File: config.mk
export PLATFORM = sky130hd
export DESIGN_NAME = riscv_id_ex_stage
export DESIGN_NICKNAME = d
export VERILOG_FILES = /design/src/rtl/riscv_id_ex_stage.sv
export SDC_FILE = /design/constraint.sdc
export NUM_CORES = 1
export LEC_CHECK = 0
export BUFFER_PORTS_ARGS = -buffer_cell sky130_fd_sc_hd__buf_2
export CAP_MARGIN = 40
export CORE_ASPECT_RATIO = 0.6
export CORE_MARGIN = 3
export CORE_UTILIZATION = 35
export CTS_BUF_LIST = sky130_fd_sc_hd__clkbuf_16
export DETAILED_ROUTE_END_ITERATION = 16
export SLEW_MARGIN = 30
export SYNTH_ARGS = -nofsm -noshare
export SYNTH_HDL_FRONTEND = slang
export SYNTH_SLANG_ARGS = --single-unit
File: constraint.sdc
create_clock -name clk -period 3.24 [get_ports clk]
set_clock_uncertainty 0.05 [all_clocks]
set_input_delay 0.648 -clock clk [delete_from_list [all_inputs] [get_ports clk]]
set_output_delay 0.648 -clock clk [all_outputs]
set_load 0.05 [all_outputs]
File: src/rtl/riscv_id_ex_stage.sv
// ---------------------------------------------------------------------------
// riscv_id_ex_stage
//
// ID/EX pipeline register. It sits directly in front of the ALU. It captures
// the decoded instruction from ID and selects the two ALU operands from one
// of these sources:
//   - the register file,
//   - the PC,
//   - the immediate,
//   - data forwarded from the MEM and WB stages.
// It also detects RAW hazards, drives the ID stall, and loads bubbles on
// stall or flush.
//
// Build option:
//   RISCV_ID_EX_FWD_EN  defined   : MEM/WB forwarding muxes are present, and
//                                   only a load-use dependency stalls ID.
//   RISCV_ID_EX_FWD_EN  undefined : no forwarding. ID stalls while any used,
//                                   nonzero source matches a pending write in
//                                   EX, MEM or WB.
//
// Ports:
//   clk, rst                    rising-edge clock, synchronous active-high reset
//   id_*                        decoded instruction and register-file read data
//   flush                       kill the instruction entering EX
//   hold                        freeze the whole stage
//   mem_rd/_reg_write/_result   EX/MEM producer
//   wb_rd/_reg_write/_data      MEM/WB producer
//   stall_id                    ID and IF must hold (combinational)
//   ex_valid/_reg_write/_mem_read/_rd/_alu_op   EX control
//   operand_1, operand_2        ALU operands
//   ex_store_data               forwarded rs2 value for stores
// ---------------------------------------------------------------------------

`ifndef ALU_OP_LEN
`define ALU_OP_LEN 4
`endif
`ifndef ALU_OP_ADD
`define ALU_OP_ADD 4'd0
`endif

module riscv_id_ex_stage (
    input  logic                   clk,
    input  logic                   rst,
    input  logic                   id_valid,
    input  logic [`ALU_OP_LEN-1:0] id_alu_op,
    input  logic [4:0]             id_rs1,
    input  logic [4:0]             id_rs2,
    input  logic                   id_uses_rs1,
    input  logic                   id_uses_rs2,
    input  logic [31:0]            id_rs1_data,
    input  logic [31:0]            id_rs2_data,
    input  logic [31:0]            id_pc,
    input  logic [31:0]            id_imm,
    input  logic                   id_src1_pc,
    input  logic                   id_src2_imm,
    input  logic [4:0]             id_rd,
    input  logic                   id_reg_write,
    input  logic                   id_mem_read,
    input  logic                   flush,
    input  logic                   hold,
    input  logic [4:0]             mem_rd,
    input  logic                   mem_reg_write,
    input  logic [31:0]            mem_result,
    input  logic [4:0]             wb_rd,
    input  logic                   wb_reg_write,
    input  logic [31:0]            wb_data,
    output logic                   stall_id,
    output logic                   ex_valid,
    output logic                   ex_reg_write,
    output logic                   ex_mem_read,
    output logic [4:0]             ex_rd,
    output logic [`ALU_OP_LEN-1:0] ex_alu_op,
    output logic [31:0]            operand_1,
    output logic [31:0]            operand_2,
    output logic [31:0]            ex_store_data
);

    localparam int DATA_W = 32;

    logic                   valid_p1;
    logic [`ALU_OP_LEN-1:0] alu_op_p1;
    logic [4:0]             rs1_p1;
    logic [4:0]             rs2_p1;
    logic                   uses_rs1_p1;
    logic                   uses_rs2_p1;
    logic [DATA_W-1:0]      rs1_data_p1;
    logic [DATA_W-1:0]      rs2_data_p1;
    logic [DATA_W-1:0]      pc_p1;
    logic [DATA_W-1:0]      imm_p1;
    logic                   src1_pc_p1;
    logic                   src2_imm_p1;
    logic [4:0]             rd_p1;
    logic                   reg_write_p1;
    logic                   mem_read_p1;

    logic [DATA_W-1:0]      fwd_rs1;
    logic [DATA_W-1:0]      fwd_rs2;
    logic                   hazard;

    // A source creates a dependency only if it is actually read and is not x0.
    function automatic logic src_hit(input logic       uses,
                                     input logic [4:0] rs,
                                     input logic       wr_en,
                                     input logic [4:0] wr_rd);
        return uses && (rs != 5'd0) && wr_en && (rs == wr_rd);
    endfunction

    // ---- ID -> EX register (stage p1) ----
    // Priority: reset, flush, hold, stall, load. A bubble clears only the
    // control fields. The data fields are don't-care in a bubble, so they
    // keep their last value.
    always_ff @(posedge clk) begin
        if (rst) begin
            valid_p1     <= 1'b0;
            alu_op_p1    <= `ALU_OP_ADD;
            rs1_p1       <= 5'd0;
            rs2_p1       <= 5'd0;
            uses_rs1_p1  <= 1'b0;
            uses_rs2_p1  <= 1'b0;
            rs1_data_p1  <= '0;
            rs2_data_p1  <= '0;
            pc_p1        <= '0;
            imm_p1       <= '0;
            src1_pc_p1   <= 1'b0;
            src2_imm_p1  <= 1'b0;
            rd_p1        <= 5'd0;
            reg_write_p1 <= 1'b0;
            mem_read_p1  <= 1'b0;
        end else if (flush || (!hold && stall_id)) begin
            valid_p1     <= 1'b0;
            alu_op_p1    <= `ALU_OP_ADD;
            reg_write_p1 <= 1'b0;
            mem_read_p1  <= 1'b0;
        end else if (!hold) begin
            valid_p1     <= id_valid;
            alu_op_p1    <= id_alu_op;
            rs1_p1       <= id_rs1;
            rs2_p1       <= id_rs2;
            uses_rs1_p1  <= id_uses_rs1;
            uses_rs2_p1  <= id_uses_rs2;
            rs1_data_p1  <= id_rs1_data;
            rs2_data_p1  <= id_rs2_data;
            pc_p1        <= id_pc;
            imm_p1       <= id_imm;
            src1_pc_p1   <= id_src1_pc;
            src2_imm_p1  <= id_src2_imm;
            rd_p1        <= id_rd;
            // An empty slot must never write a register or touch memory.
            reg_write_p1 <= id_valid && id_reg_write;
            mem_read_p1  <= id_valid && id_mem_read;
        end
    end

    assign ex_valid     = valid_p1;
    assign ex_alu_op    = alu_op_p1;
    assign ex_rd        = rd_p1;
    assign ex_reg_write = reg_write_p1;
    assign ex_mem_read  = mem_read_p1;

`ifdef RISCV_ID_EX_FWD_EN
    // ---- EX operand forwarding ----
    // The youngest producer (MEM) takes precedence over WB. x0 is never
    // forwarded.
    always_comb begin
        fwd_rs1 = rs1_data_p1;
        if (src_hit(1'b1, rs1_p1, mem_reg_write, mem_rd))
            fwd_rs1 = mem_result;
        else if (src_hit(1'b1, rs1_p1, wb_reg_write, wb_rd))
            fwd_rs1 = wb_data;

        fwd_rs2 = rs2_data_p1;
        if (src_hit(1'b1, rs2_p1, mem_reg_write, mem_rd))
            fwd_rs2 = mem_result;
        else if (src_hit(1'b1, rs2_p1, wb_reg_write, wb_rd))
            fwd_rs2 = wb_data;
    end

    // Only a load in EX is unresolved. Its data reaches EX through WB
    // forwarding once a single bubble has been inserted.
    always_comb begin
        hazard = 1'b0;
        if (valid_p1 && mem_read_p1 && (rd_p1 != 5'd0))
            hazard = src_hit(id_uses_rs1, id_rs1, 1'b1, rd_p1) ||
                     src_hit(id_uses_rs2, id_rs2, 1'b1, rd_p1);
    end

    logic unused_regs;
    assign unused_regs = uses_rs1_p1 ^ uses_rs2_p1;
`else
    // ---- EX operands without forwarding ----
    assign fwd_rs1 = rs1_data_p1;
    assign fwd_rs2 = rs2_data_p1;

    // Without forwarding, ID waits until every producer has left the
    // pipeline and the register file holds the new value.
    always_comb begin
        hazard = src_hit(id_uses_rs1, id_rs1, valid_p1 && reg_write_p1, rd_p1) ||
                 src_hit(id_uses_rs2, id_rs2, valid_p1 && reg_write_p1, rd_p1) ||
                 src_hit(id_uses_rs1, id_rs1, mem_reg_write, mem_rd)           ||
                 src_hit(id_uses_rs2, id_rs2, mem_reg_write, mem_rd)           ||
                 src_hit(id_uses_rs1, id_rs1, wb_reg_write, wb_rd)             ||
                 src_hit(id_uses_rs2, id_rs2, wb_reg_write, wb_rd);
    end

    logic unused_fwd;
    assign unused_fwd = ^{mem_result, wb_data, rs1_p1, rs2_p1,
                          uses_rs1_p1, uses_rs2_p1};
`endif

    // A flushed ID instruction is dead, so it must not hold the front end.
    assign stall_id = id_valid && hazard && !flush;

    assign operand_1     = src1_pc_p1  ? pc_p1  : fwd_rs1;
    assign operand_2     = src2_imm_p1 ? imm_p1 : fwd_rs2;
    assign ex_store_data = fwd_rs2;

endmodule

# Word-level counts from Yosys, hierarchy flattened
# Cells that the tools add are included.
# word_totals
ff_bits	142
latchBits	0
ramBits	0
mem_bits_ro	0
input_bits	234
out_inout_bits	109
elab_cells	53
n_memories	0
# classes
add_sub_neg	0
multipliers	0
div	0
order_cmp	0
eq_ne	6
shift	0
mux	2
bitwise	2
n_reduce_logical	32
# ops
operator	count
32-bit two-way mux	2
5-bit == test	6
1-bit logical AND	20
5-bit nonzero test	2
1-bit logical OR	6
1-bit logical NOT	2
1-bit inverter	2
2-bit AND reduction	1
2-bit OR reduction	1

# Logic depth before layout (Yosys ltp)
# logic_depth
depth_word	15
mapped_depth	9

# Worst setup path before layout
# No wires, ideal clock.
# synth_timing
kind	input -> output
start	in id_rs2[4]
end	out stall_id
arrival_time_ps	2254
path_slack_ps	288
stages	5
path_buffers	0
cell_sequence	xor2_1 -> nor4_1 -> a32o_1 -> a32oi_1 -> a21oi_1
# synth_via
elab_chain_cells	11
# synth_rtl
item	line	rtl
start, declared	47	input logic [4:0] id_rs2,
5-bit nonzero test	105	return uses && (rs != 5'd0) && wr_en && (rs == wr_rd);
1-bit logical AND (3 in a row)	105	
1-bit logical OR	197	hazard = src_hit(id_uses_rs1, id_rs1, valid_p1 && reg_write_p1, rd_p1) ||
1-bit logical OR	198	src_hit(id_uses_rs2, id_rs2, valid_p1 && reg_write_p1, rd_p1) ||
1-bit logical OR	199	src_hit(id_uses_rs1, id_rs1, mem_reg_write, mem_rd) ||
1-bit logical OR	200	src_hit(id_uses_rs2, id_rs2, mem_reg_write, mem_rd) ||
1-bit logical OR (*)	201	src_hit(id_uses_rs1, id_rs1, wb_reg_write, wb_rd) ||
1-bit logical AND (*) (2 in a row)	211	assign stall_id = id_valid && hazard && !flush;
end, declared	67	output logic stall_id,
# Every way passes the cells marked *; elsewhere a longest branch is shown, timed or not.

# Worst setup path after layout
# layout_timing
start	in id_rs2[1]
end	out stall_id
# Same word-level chain as after synthesis.

==> impl_metrics.json <==
{
  "drt_first_pass_iters": 4,
  "grt_max_degree": 117,
  "place_ws_ps": 206,
  "start_util_pct": 36.4,
  "viasPerCell": 4.58,
  "wirelength_mm": 19.3,
  "setup_viol": 0,
  "wl_per_cell_um": 15.0,
  "grt_pass1_wl_mm": 30.8,
  "p_leak_nw": 4.89,
  "post-route-period-util_pct": 93.7,
  "drive_above_1_share_pct": 38.1,
  "die_w_um": 194,
  "cts_tree": "done",
  "syn-mean-instance-area_um2": 10.0,
  "layout_commonest_cell": "buf_2",
  "path_clk_slew_ps": 60,
  "fmax_mhz": 330,
  "die-height_um": 119,
  "whs_ps": 411,
  "path_max_fanout": 6,
  "period_minus_slack_ps": 3030,
  "busiest_layer": "met2",
  "cp-start-kind": "input port",
  "crit_type": "in -> out",
  "fin_ws_ps": 205,
  "rsz0062_at_grt": "false",
  "coreArea_um2": 20400,
  "holdBufCountCts": 0,
  "final_cell_mix": "buf_2 (277), nand2b_1 (270), dfxtp_1 (141)",
  "crit_required_ps": 2540,
  "grt_pass1_vias": 5811,
  "relSlewSlack_pct": 53.5,
  "syn-num-nets": 978,
  "drcViolationCount": 0,
  "cp-end-kind": "primary output",
  "power.density_nw_per_um2": 490,
  "dp_hpwl_mm": 13.9,
  "syn_to_final_growth_pct": 29.4,
  "dieArea_um2": 23100,
  "cts-htree-levels": 4,
  "synthesis.instances": 744,
  "track_usage_pct": 16.5,
  "synth_cell_types": 29,
  "peakVddDrop_v": 0.000330,
  "tightestPinTransition_ps": 698,
  "grtUsageMet3_pct": 8.03,
  "root_buffer": "clkbuf_16",
  "hold_violations": 0,
  "antenna_cells": 0,
  "met1_usage_pct": 21.9,
  "grt_antenna_before_repair": 7,
  "antenna_left": 0,
  "arrival_ps": 2340,
  "max_cap_violations": 0,
  "ys_seq_elements": 142,
  "syn_area_um2": 7440,
  "rows": 40,
  "drt_iter0_drc": 165,
  "setup_tns_ps": 0,
  "clock-sinks": 142,
  "status": "completed",
  "gr-total-overflow": 0,
  "postCtsSetupBuffers": 0,
  "final_area_um2": 9620,
  "clk_path_buf_depth": 2,
  "cts_inserted_buffers": 17,
  "io_pins": 343,
  "port_buffers": 278,
  "via_count": 5880,
  "post_cts_resized": 0,
  "yosys_warnings": 0,
  "gp_congestion": 0.896,
  "slew_viol_final": 0,
  "worstSkewPairLatency_ps": 410,
  "finalNetCount": 1231,
  "ys_seq_area_share_pct": 38.2,
  "place_area_um2": 9040,
  "grtUsageMet2_pct": 23.9,
  "hold_path.class": "reg -> reg"
}
## metal layers
metal / vias to the layer above / wire length [um]
met3: 24 / 1870
li1: 2981 / -
met4: 14 / 146
met1: 2683 / 8940
met5: - / 90
met2: 178 / 8210
## stage by stage
| stage | std cells | power [mW] | utilization (%) |
|---|---|---|---|
| 2_1_floorplan | 744 | 2.55 | - |
| 3_3_place_gp | 1251 | 2.82 | 44.3 |
| 3_5_place_dp | 1251 | 2.82 | 44.3 |
| 4_1_cts | 1283 | 4.79 | 47.1 |
| 5_1_grt | 1283 | 4.94 | 47.1 |
| 6_report | 1283 | 4.72 | 47.1 |
## logic make-up (layout without fill, tap and decap cells)
| logic type | after synthesis | in the layout | synth area share [%] |
|---|---|---|---|
| AND/OR/NAND/NOR | 303 | 303 | 25.3 |
| multiplexers | 199 | 199 | 27.9 |
| flip-flops | 142 | 142 | 38.2 |
| buffers and inverters | 55 | 321 | 3.53 |
| XOR/XNOR | 30 | 30 | 3.53 |
| AO/OA/AOI/OAI | 15 | 15 | 1.51 |
## where the power goes
part           switching, mW  total (mW)  internal (mW)
sequential            0.0544        1.89           1.84
clock                  0.749        1.94           1.19
combinational          0.535       0.881          0.347
## worst max-delay path: stages
cell and delay (ps):
buf_2 140, or4_1 520, o21a_1 220, and4_4 190, a22oi_4 290, a21oi_1 100
buf_2 220
## cell usage after synthesis, drive strengths merged
library cell | n | area (um^2)
xnor2 | 4 | 35.0
a21oi | 5 | 25.0
nand3b | 2 | 15.0
nand2 | 6 | 22.5
a32o | 2 | 20.0
buf | 15 | 113
a32oi | 1 | 8.76
o21ai | 3 | 15.0
nor2 | 5 | 18.8
xor2 | 26 | 228
or2 | 1 | 6.26
o31ai | 1 | 7.51
nand4b | 5 | 43.8
inv | 1 | 3.75
mux2 | 64 | 721
nand3 | 4 | 20.0
nand2b | 270 | 1690
a22oi | 1 | 21.3
nor4 | 6 | 37.5
clkbuf | 39 | 146
mux2i | 135 | 1350
or4 | 2 | 15.0
and3 | 1 | 6.26
o21bai | 1 | 7.51
and4 | 1 | 11.3
dfxtp | 142 | 2840
o21a | 1 | 7.51
## sequential cells by signal, summed over array words and instances, names as in the netlist
name,count
src2_imm_p1,1
ex_rd,5
imm_p1,32
ex_store_data,32
ex_mem_read,1
ex_alu_op,4
fwd_rs1,32
ex_reg_write,1
pc_p1,32
ex_valid,1
src1_pc_p1,1
## area by class of cell
cell class                      instances  area, um^2
Clock buffer                           17         425
Inverter                                1        3.75
Sequential cell                       142        2840
Fill cell                            2026       10800
Tap cell                              273         342
Timing Repair Buffer                  288        1510
Clock inverter                         15         154
Multi-Input combinational cell        547        4350
## final timing paths
path | startpoint | endpoint | slack (ps) | cells after the start
worst max-delay path | id_rs2[1] | stall_id | 210 | 7
worst min-delay path | ex_alu_op[2]$_SDFFE_PP0N_ | ex_alu_op[2]$_SDFFE_PP0N_ | 410 | 2
worst max register to register | ex_rd[4]$_SDFFE_PP0P_ | pc_p1[18]$_SDFFE_PP0P_ | 780 | 8
worst min register to register | ex_alu_op[2]$_SDFFE_PP0N_ | ex_alu_op[2]$_SDFFE_PP0N_ | 410 | 2
(Power assumes the default switching activity.)
